<file path="config.mk">
export PLATFORM = sky130hd
export DESIGN_NAME = fp_to_fixed
export DESIGN_NICKNAME = d
export VERILOG_FILES = /design/src/rtl/fp_to_fixed.sv
export SDC_FILE = /design/constraint.sdc
export NUM_CORES = 1
export LEC_CHECK = 0
export BUFFER_PORTS_ARGS = -buffer_cell sky130_fd_sc_hd__buf_2
export CAP_MARGIN = 20
export CORE_ASPECT_RATIO = 0.5
export CORE_MARGIN = 4
export CORE_UTILIZATION = 40
export CTS_CLUSTER_SIZE = 30
export DETAILED_ROUTE_END_ITERATION = 16
export PLACE_DENSITY_LB_ADDON = 0.25
export SYNTH_ARGS = -nofsm -noshare
export SYNTH_HDL_FRONTEND = slang
export SYNTH_SLANG_ARGS = --single-unit
</file>
<file path="constraint.sdc">
create_clock -name clk_i -period 10 [get_ports clk_i]
set_clock_uncertainty 0.15 [all_clocks]
set_input_delay 2.5 -clock clk_i [delete_from_list [all_inputs] [get_ports clk_i]]
set_output_delay 2.5 -clock clk_i [all_outputs]
set_load 0.02 [all_outputs]
</file>
<file path="src/rtl/fp_to_fixed.sv">
// Two-stage floating-point to signed fixed-point converter with programmable rounding,
// saturation and a saturating count of clamped/NaN results.
module fp_to_fixed #(
   parameter int unsigned C_EXP     = 5,
   parameter int unsigned C_MANT    = 10,
   parameter int unsigned C_BIAS    = 15,
   parameter int unsigned OUT_WIDTH = 16,
   parameter int unsigned FRAC_BITS = 8,
   parameter logic [2:0]  RM_SI     = 3'b000,
   parameter int unsigned CNT_WIDTH = 16
) (
   input  logic                      clk_i,
   input  logic                      rst_ni,
   input  logic                      in_valid_i,
   output logic                      in_ready_o,
   input  logic [C_EXP+C_MANT:0]     in_data_i,
   output logic                      out_valid_o,
   input  logic                      out_ready_i,
   output logic [OUT_WIDTH-1:0]      out_data_o,
   output logic                      out_sat_o,
   output logic                      out_nan_o,
   output logic [CNT_WIDTH-1:0]      sat_count_o,
   input  logic                      cnt_clear_i
);

   localparam int unsigned MW = C_MANT + 1;
   localparam int unsigned WW = MW + OUT_WIDTH;
   localparam int unsigned SW = C_EXP + 8;
   localparam int ShiftOff = int'(C_BIAS) + int'(C_MANT) - int'(FRAC_BITS);

   localparam logic [2:0] RmNearest  = 3'b000;
   localparam logic [2:0] RmTrunc    = 3'b001;
   localparam logic [2:0] RmMinusInf = 3'b010;
   localparam logic [2:0] RmPlusInf  = 3'b011;

   localparam logic [SW-1:0]        OutW   = SW'(OUT_WIDTH);
   localparam logic [SW-1:0]        MantW  = SW'(MW);
   localparam logic [WW:0]          PosLim = ((WW+1)'(1) << (OUT_WIDTH - 1)) - 1'b1;
   localparam logic [WW:0]          NegLim = (WW+1)'(1) << (OUT_WIDTH - 1);
   localparam logic [OUT_WIDTH-1:0] MaxVal = {1'b0, {(OUT_WIDTH-1){1'b1}}};
   localparam logic [OUT_WIDTH-1:0] MinVal = {1'b1, {(OUT_WIDTH-1){1'b0}}};

   // Handshake: each stage loads when empty or when its content leaves this cycle
   logic s1_valid_q, s2_ready, s1_ready;
   assign s2_ready   = ~out_valid_o | out_ready_i;
   assign s1_ready   = ~s1_valid_q | s2_ready;
   assign in_ready_o = s1_ready;

   // Stage 1: unpack
   logic [C_EXP-1:0]      exp_f, e_eff;
   logic [C_MANT-1:0]     mant_f;
   logic                  exp_zero, exp_ones;
   logic signed [SW-1:0]  shift_d;

   always_comb begin
      exp_f    = in_data_i[C_EXP+C_MANT-1:C_MANT];
      mant_f   = in_data_i[C_MANT-1:0];
      exp_zero = (exp_f == '0);
      exp_ones = &exp_f;
      e_eff    = exp_zero ? C_EXP'(1) : exp_f;
      shift_d  = $signed(SW'(e_eff)) - $signed(SW'(ShiftOff));
   end

   logic                 s1_sign_q, s1_zero_q, s1_inf_q, s1_nan_q;
   logic [MW-1:0]        s1_mant_q;
   logic signed [SW-1:0] s1_shift_q;

   always_ff @(posedge clk_i or negedge rst_ni) begin
      if (!rst_ni) begin
         s1_valid_q <= 1'b0;
         s1_sign_q  <= 1'b0;
         s1_zero_q  <= 1'b0;
         s1_inf_q   <= 1'b0;
         s1_nan_q   <= 1'b0;
         s1_mant_q  <= '0;
         s1_shift_q <= '0;
      end else if (s1_ready) begin
         s1_valid_q <= in_valid_i;
         if (in_valid_i) begin
            s1_sign_q  <= in_data_i[C_EXP+C_MANT];
            s1_zero_q  <= exp_zero & (mant_f == '0);
            s1_inf_q   <= exp_ones & (mant_f == '0);
            s1_nan_q   <= exp_ones & (mant_f != '0);
            s1_mant_q  <= {~exp_zero, mant_f};
            s1_shift_q <= shift_d;
         end
      end
   end

   // Stage 2: align, round, apply sign, saturate
   logic [WW-1:0]        mag;
   logic [2*MW-1:0]      ext;
   logic [SW-1:0]        rsh;
   logic                 guard, sticky, ovf, inc;
   logic [WW:0]          rnd, neg;
   logic [OUT_WIDTH-1:0] data_d;
   logic                 sat_d, nan_d;

   always_comb begin
      mag    = '0;
      ext    = '0;
      rsh    = '0;
      guard  = 1'b0;
      sticky = 1'b0;
      ovf    = 1'b0;
      if (!s1_shift_q[SW-1]) begin
         if (s1_shift_q >= OutW) ovf = 1'b1;
         else mag = WW'(s1_mant_q) << s1_shift_q;
      end else begin
         rsh = -s1_shift_q;
         // Shifts past the whole significand leave only sticky information
         if (rsh > MantW) begin
            sticky = |s1_mant_q;
         end else begin
            ext    = {s1_mant_q, {MW{1'b0}}} >> rsh;
            mag    = WW'(ext[2*MW-1:MW]);
            guard  = ext[MW-1];
            sticky = |ext[MW-2:0];
         end
      end

      case (RM_SI)
         RmNearest:  inc = guard & (sticky | mag[0]);
         RmTrunc:    inc = 1'b0;
         RmPlusInf:  inc = (guard | sticky) & ~s1_sign_q;
         RmMinusInf: inc = (guard | sticky) & s1_sign_q;
         default:    inc = 1'b0;
      endcase

      rnd    = {1'b0, mag} + (WW+1)'(inc);
      neg    = ~rnd + 1'b1;
      data_d = '0;
      sat_d  = 1'b0;
      nan_d  = 1'b0;
      if (s1_nan_q) begin
         nan_d = 1'b1;
      end else if (s1_inf_q) begin
         sat_d  = 1'b1;
         data_d = s1_sign_q ? MinVal : MaxVal;
      end else if (s1_zero_q) begin
         data_d = '0;
      end else if (s1_sign_q) begin
         if (ovf || rnd > NegLim) begin
            sat_d  = 1'b1;
            data_d = MinVal;
         end else begin
            data_d = neg[OUT_WIDTH-1:0];
         end
      end else if (ovf || rnd > PosLim) begin
         sat_d  = 1'b1;
         data_d = MaxVal;
      end else begin
         data_d = rnd[OUT_WIDTH-1:0];
      end
   end

   always_ff @(posedge clk_i or negedge rst_ni) begin
      if (!rst_ni) begin
         out_valid_o <= 1'b0;
         out_data_o  <= '0;
         out_sat_o   <= 1'b0;
         out_nan_o   <= 1'b0;
      end else if (s2_ready) begin
         out_valid_o <= s1_valid_q;
         if (s1_valid_q) begin
            out_data_o <= data_d;
            out_sat_o  <= sat_d;
            out_nan_o  <= nan_d;
         end
      end
   end

   // Flag counter: clear wins over a same-cycle increment
   always_ff @(posedge clk_i or negedge rst_ni) begin
      if (!rst_ni) begin
         sat_count_o <= '0;
      end else if (cnt_clear_i) begin
         sat_count_o <= '0;
      end else if (out_valid_o && out_ready_i && (out_sat_o || out_nan_o) && !(&sat_count_o)) begin
         sat_count_o <= sat_count_o + 1'b1;
      end
   end

endmodule

</file>
==> results of run 1 <==
[cell usage after synthesis (4+ instances only)]
| library cell | n | share of area |
|---|---|---|
| a211oi_1 | 6 | 0.0083 |
| a21oi_1 | 26 | 0.024 |
| a221o_1 | 9 | 0.017 |
| a221oi_1 | 4 | 0.0065 |
| a22o_1 | 7 | 0.011 |
| a22oi_1 | 7 | 0.0097 |
| a311oi_1 | 4 | 0.0065 |
| a31o_1 | 4 | 0.0065 |
| a31oi_1 | 7 | 0.0081 |
| and2_1 | 7 | 0.0081 |
| and3_1 | 13 | 0.015 |
| buf_2 | 12 | 0.011 |
| buf_6 | 7 | 0.015 |
| clkbuf_1 | 22 | 0.015 |
| dfrtp_1 | 57 | 0.26 |
| ha_1 | 7 | 0.016 |
| inv_1 | 14 | 0.0097 |
| mux2_2 | 17 | 0.035 |
| mux2i_1 | 33 | 0.061 |
| mux4_1 | 4 | 0.019 |
| mux4_2 | 5 | 0.021 |
| nand2_1 | 51 | 0.035 |
| nand2b_1 | 9 | 0.010 |
| nand3_1 | 19 | 0.018 |
| nand3b_1 | 5 | 0.0070 |
| nand4_1 | 8 | 0.0093 |
| nor2_1 | 55 | 0.038 |
| nor2b_1 | 8 | 0.0093 |
| nor3_1 | 11 | 0.010 |
| o211ai_1 | 7 | 0.0097 |
| o21ai_0 | 25 | 0.023 |
| o22ai_1 | 6 | 0.0070 |
| o31ai_1 | 5 | 0.0070 |
| or2_2 | 4 | 0.0046 |
| or3_1 | 7 | 0.0081 |
| xnor2_1 | 17 | 0.028 |
| xor2_1 | 13 | 0.021 |
[kinds of logic after synthesis]
group                      share of synthesized area
and+or+nand+nor                                0.231
AOI/OAI and AO/OA                              0.230
buffers and inverters                         0.0624
muxes                                          0.141
DFF                                            0.264
xor gates and xnor gates                      0.0547
adders and majority gates                     0.0162
[where the power goes]
| part | switching (mW) | internal (mW) | leakage [nW] |
|---|---|---|---|
| logic | 0.364 | 0.259 | 1.63 |
| registers | 0.0571 | 0.276 | 0.718 |
| clock network | 0.107 | 0.224 | 0.159 |
| total | 0.528 | 0.759 | 2.51 |
[metrics by stage]
step / total power [mW] / utilization / worst slack [ns] / instances
after CTS: 1.29 / 0.463 / 4.23 / 811
final: 1.29 / 0.463 / 4.12 / 811
after detailed placement: 0.952 / 0.438 / 4.25 / 795
after global routing: 1.37 / 0.463 / 3.63 / 811
after floorplan: 0.819 / - / 4.57 / 611
after global placement: 0.946 / 0.438 / 4.39 / 795
[worst register-to-register path: cells and delay by family (launching register included)]
family | cells | cell delay, ns
buffers and inverters | 5 | 0.96
flip-flops | 1 | 0.33
multiplexers | 1 | 0.36
adder cells (fa/ha/maj) | 3 | 1.53
AO/OA/AOI/OAI | 6 | 1.30
AND/OR/NAND/NOR | 5 | 1.20
[final cells by class]
cell class                 count  share of cell area
multi-input combinational    492               0.608
clock inverter                 5              0.0132
timing repair buffer          62              0.0545
clock buffer                  11              0.0406
inverter                      14             0.00880
tap                          170              0.0356
sequential                    57               0.239
[per-layer routing]
layer  vias up  global-route usage  wire [um]
met1      2309               0.284       7360
met4         0              0.0425         65
met2       145               0.250       5890
li1       2350                   -          -
met5         -                   0          0
met3         4              0.0443        857
[state kept, by name (all words and copies together) (netlist names)]
name and flops:
out_nan_o 1, s1_zero_q 1, s1_shift_q 6, s1_nan_q 1, out_data_o 16, s1_mant_q 11, out_valid_o 1, s1_sign_q 1
sat_count_o 16, s1_valid_q 1, s1_inf_q 1, out_sat_o 1
[worst min path at each step]
stage / endpoint / slack [ns] / depth (start not counted) / start
2_1_floorplan: out_valid_o / 0.31 / 1 / s1_valid_q
3_3_place_gp: out_data_o[15] / 0.31 / 2 / out_data_o[15]
3_5_place_dp: out_data_o[15] / 0.32 / 2 / out_data_o[15]
4_1_cts: out_data_o[15] / 0.33 / 2 / out_data_o[15]
5_1_grt: out_data_o[7] / 0.38 / 1 / out_data_o[7]
6_report: out_data_o[15] / 0.33 / 2 / out_data_o[15]
==> impl_metrics.toml, run 1 <==
[outcome]
outcome = "finished clean"

[setup_path]
rrSetupSlack_ns = 4.12
cp_top_family = "adder cells"
critPathMaxStageDelay_ns = 0.81
startpoint_type = "flip-flop"
rr_worst_depth = 20
startpoint = "s1_shift_q[1]"
worstPathRequired_ns = 10.11
path_class = "reg -> reg"
crit_fanout = 27
crit_buf_inv = 5
r2r-start = "s1_shift_q[1]"
crit_chain = "buf_4 > inv_1 > ha_1 > mux2i_1 > o22ai_1 > a21oi_1 > a311oi_2 > o21ai_0 > inv_1 > ha_1 > inv_1 > ha_1 > nand3_1 > or4_1 > o311ai_1 > buf_4 > nand2_1 > nor4b_2 > or2_1 > a221o_1"
rr_endpoint = "out_data_o[12]"
slowest_stage = "ha_1"
end_kind = "flip-flop"
critPathArrivalTime_ns = 5.99
critPathCapture = "out_data_o[12]"
cp.depth = 20

[routing]
route.detailed.drc = 0
drtIter0Drc = 343
detail_route.first_pass.iterations = 4
routed_wl_um = 14200
wl_per_cell_um = 17.5
ant_nets = 0
viasPerCell = 5.93
via_count = 4808

[floorplanning]
ios = 57
core_area_um2 = 12900
start_util = 0.418
die_height_um = 90.1
rows = 29
die_w_um = 172
die_area_um2 = 15500

[logic_synthesis]
syn_inst = 611
syn_area_um2 = 5400
ys_seq_elements = 57
syn_area_per_cell_um2 = 8.83
yosysWarnings = 0
ys_types = 98
yosysSeqAreaShare = 0.264
synthesis.nets = 639
async_reset_ff_frac = 1.00
synthFlopType = "dfrtp_1"
synth_edf_count = 0

[sta]
hold_viol = 0
grt_setup_unrepaired = "false"
setup_viol = 0
worstMarginPinSlew_ns = 1.00
finalCritPeriodShare = 0.588
finalCriticalPeriod_ns = 5.88
fmax_ghz = 0.170
finalMaxSlewViolations = 0
slew-limit-headroom = 0.331
tns_ns = 0
holdWs_ns = 0.328

[cells_and_area]
area_growth_pct = 10.7
nets = 664
final_cell_area_um2 = 5970
drive_above_1_share = 0.211
final_cell_mix = "56 x buf_2, 56 x dfrtp_1, 55 x nor2_1"
regArea_um2 = 1430
fillers = 1266
multiInputGateArea_um2 = 3630
antennaDiodeCount = 0

[grt]
antenna_found_initial = 0
gr-total-overflow = 0
grt_start_max_net_pins = 58
track_usage = 0.182
grt_pass1_wl_um = 23300
grt_pass1_vias = 4322

[placed_design]
postPlaceCellArea_um2 = 5650
portBuffers = 56
gp_congestion = 0.878
hpwl_um = 10400

[clocking]
cts_resized = 0
cts_setup_buffers = 0
numCtsBuffers = 9
clkTransAtPathRegs_ns = 0.05
htree_levels = 3
cts_sinks = 57
clk_path_buf_depth = 2
hold_buffers = 0
insertion_delay_ns = 0.32
cts_tree = "yes"
root_buffer = "clkbuf_16"

[pwr]
ir_drop_v = 0.0000844
power.leakage_nw = 2.51
p_per_area_nw_per_um2 = 215

[worst_hold_path]
hold_class = "reg -> reg"

[run]
max_cap_violations = 0
(Power assumes the default switching activity.)
==> inputs of run 2 (changes only) <==
--- a/config.mk
+++ b/config.mk
@@ -5,6 +5,7 @@
 export SDC_FILE = /design/constraint.sdc
 export NUM_CORES = 1
 export LEC_CHECK = 0
+export ABC_AREA = 1
 export BUFFER_PORTS_ARGS = -buffer_cell sky130_fd_sc_hd__buf_2
 export CAP_MARGIN = 20
 export CORE_ASPECT_RATIO = 0.5
==> constraint.sdc (replaced) <==
create_clock -name clk_i -period 5.25 [get_ports clk_i]
set_clock_uncertainty 0.15 [all_clocks]
set_input_delay 1.3125 -clock clk_i [delete_from_list [all_inputs] [get_ports clk_i]]
set_output_delay 1.3125 -clock clk_i [all_outputs]
set_load 0.02 [all_outputs]
==> impl_metrics.toml, run 2 <==
[outcome]
outcome = "finished clean"

[floorplanning]
ios = 57
die_w_um = 169
die_height_um = 88.7
start_util = 0.410
core_area_um2 = 12700
die_area_um2 = 15000
rows = 29

[logic_synthesis]
synth.area.top_cells = "dfrtp_1 27%, nand2_1 20%, nand3_1 11%"
syn_inst = 837
synth-compound-area-share = 0.122
synthFlopType = "dfrtp_1"
synth_top_area_share = 0.274
synthAdderAreaFrac = 0.0168
synthesis.nets = 865
yosysWarnings = 0
ys_seq_elements = 57
yosys.area_share.simple = 0.473
synth.mux.area_fraction = 0.00576
synth_top_family_by_area = "simple AND/OR/NAND/NOR gates"
synth_common_cells = "274 x nand2_1, 117 x nand3_1, 78 x inv_1, 57 x dfrtp_1, 57 x o21ai_0"
synth_edf_count = 0
async_reset_ff_frac = 1.00
ys_types = 48
syn_area_per_cell_um2 = 6.23
yosys.area.top_type = "dfrtp_1"
syn_area_um2 = 5210
synthXorXnorAreaFrac = 0.0166
synth_most_common_cell = "nand2_1"
yosysSeqAreaShare = 0.274

[setup_path]
crit_fanout = 25
rrSetupSlack_ns = 0.75
path_class = "reg -> reg"
slowest_stage = "ha_1"
startpoint_type = "flip-flop"
critPathMaxStageDelay_ns = 0.48
worstPathRequired_ns = 5.37
crit_buf_inv = 5
critPathArrivalTime_ns = 4.63
end_kind = "flip-flop"
cp_top_family = "simple AND/OR/NAND/NOR gates"

[run]
max_cap_violations = 0

[cells_and_area]
antennaDiodeCount = 0
final_cell_area_um2 = 5890
nets = 908
drive_above_1_share = 0.153
area_growth_pct = 13.0
fillers = 1350
reg_top3 = "out_data_o (16), sat_count_o (16), s1_mant_q (11)"
layout_commonest_cell = "nand2_1"
final_cell_mix = "274 x nand2_1, 117 x nand3_1, 78 x inv_1"

[clocking]
insertion_delay_ns = 0.33
cts_setup_buffers = 0
htree_levels = 3
numCtsBuffers = 9
cts_sinks = 57
cts_resized = 0
clk_path_buf_depth = 2
clkTransAtPathRegs_ns = 0.06
cts_tree = "yes"
hold_buffers = 0
root_buffer = "clkbuf_16"

[sta]
setup_viol = 0
tns_ns = 0
worstMarginPinSlew_ns = 0.806
finalCriticalPeriod_ns = 4.50
slew-limit-headroom = 0.458
finalCritPeriodShare = 0.857
finalMaxSlewViolations = 0
fmax_ghz = 0.222
hold_viol = 0
grt_setup_unrepaired = "false"

[placed_design]
gp_congestion = 0.930
postPlaceCellArea_um2 = 5600
portBuffers = 56
hpwl_um = 11300

[routing]
route.detailed.drc = 0
via_count = 5501
detail_route.first_pass.iterations = 5
wl_per_cell_um = 13.8
ant_nets = 0
drtIter0Drc = 432
routed_wl_um = 14500
viasPerCell = 5.22

[grt]
grt_pass1_wl_um = 25000
grt_start_max_net_pins = 58
grt_pass1_vias = 5259
track_usage = 0.203
gr-total-overflow = 0
antenna_found_initial = 0

[worst_hold_path]
hold_class = "reg -> reg"

[pwr]
p_per_area_nw_per_um2 = 420
ir_drop_v = 0.000292
power.leakage_nw = 3.04
==> run 2: per-stage QoR <==
step | worst slack [ns] | cells | hold WS [ns] | power (mW) | utilization
after global placement | 0.953 | 1039 | 0.309 | 1.87 | 0.441
after global routing | 0.199 | 1054 | 0.350 | 2.69 | 0.464
after floorplan | 1.34 | 837 | 0.304 | 1.57 | -
final | 0.750 | 1054 | 0.319 | 2.47 | 0.464
after CTS | 0.768 | 1054 | 0.328 | 2.48 | 0.464
after detailed placement | 0.786 | 1039 | 0.314 | 1.88 | 0.441
==> run 2: layer usage <==
metal,up-vias,routed length (um),global-route usage
met5,-,0,0
met4,0,155,0.0526
met3,16,1000,0.0562
met2,128,6240,0.325
met1,2527,7130,0.274
li1,2830,-,-
==> run 2: where the power goes <==
part / switching (mW) / internal (mW)
clock: 0.215 / 0.376
combinational: 0.860 / 0.409
sequential: 0.0832 / 0.529
==> run 2: logic make-up (layout without fill, tap and decap cells) <==
| kind of cell | count (synthesis) | count (layout) |
|---|---|---|
| AND/OR/NAND/NOR | 533 | 533 |
| multiplexers | 3 | 3 |
| adder cells (fa/ha/maj) | 7 | 7 |
| buffers and inverters | 118 | 165 |
| XOR/XNOR | 9 | 9 |
| AO/OA/AOI/OAI | 110 | 110 |
| flip-flops | 57 | 57 |
==> run 2: path summary, 6_finish.rpt <==
| check | to | depth (start not counted) | from |
|---|---|---|---|
| max in group asynchronous | out_data_o[6] | 2 | rst_ni |
| worst min register to register | out_data_o[2] | 2 | out_data_o[2] |
| worst min-delay path | out_data_o[2] | 2 | out_data_o[2] |
| min in group asynchronous | s1_mant_q[0] | 2 | rst_ni |
| worst max-delay path | out_data_o[7] | 26 | s1_shift_q[0] |
| worst max register to register | out_data_o[7] | 26 | s1_shift_q[0] |
==> run 2: cell type report <==
cell class,count,area (um^2),share of cell area
timing repair buffer,61,318,0.0540
sequential,57,1430,0.242
inverter,89,334,0.0567
clock buffer,10,239,0.0406
multi-input combinational,662,3300,0.561
clock inverter,5,56.3,0.00956
tap,170,213,0.0361
==> run 2: tightest hold or removal path: cells and delay by family, from the launching register on <==
family | cells | cell delay, ns
DFF | 1 | 0.33
and+or+nand+nor | 2 | 0.10
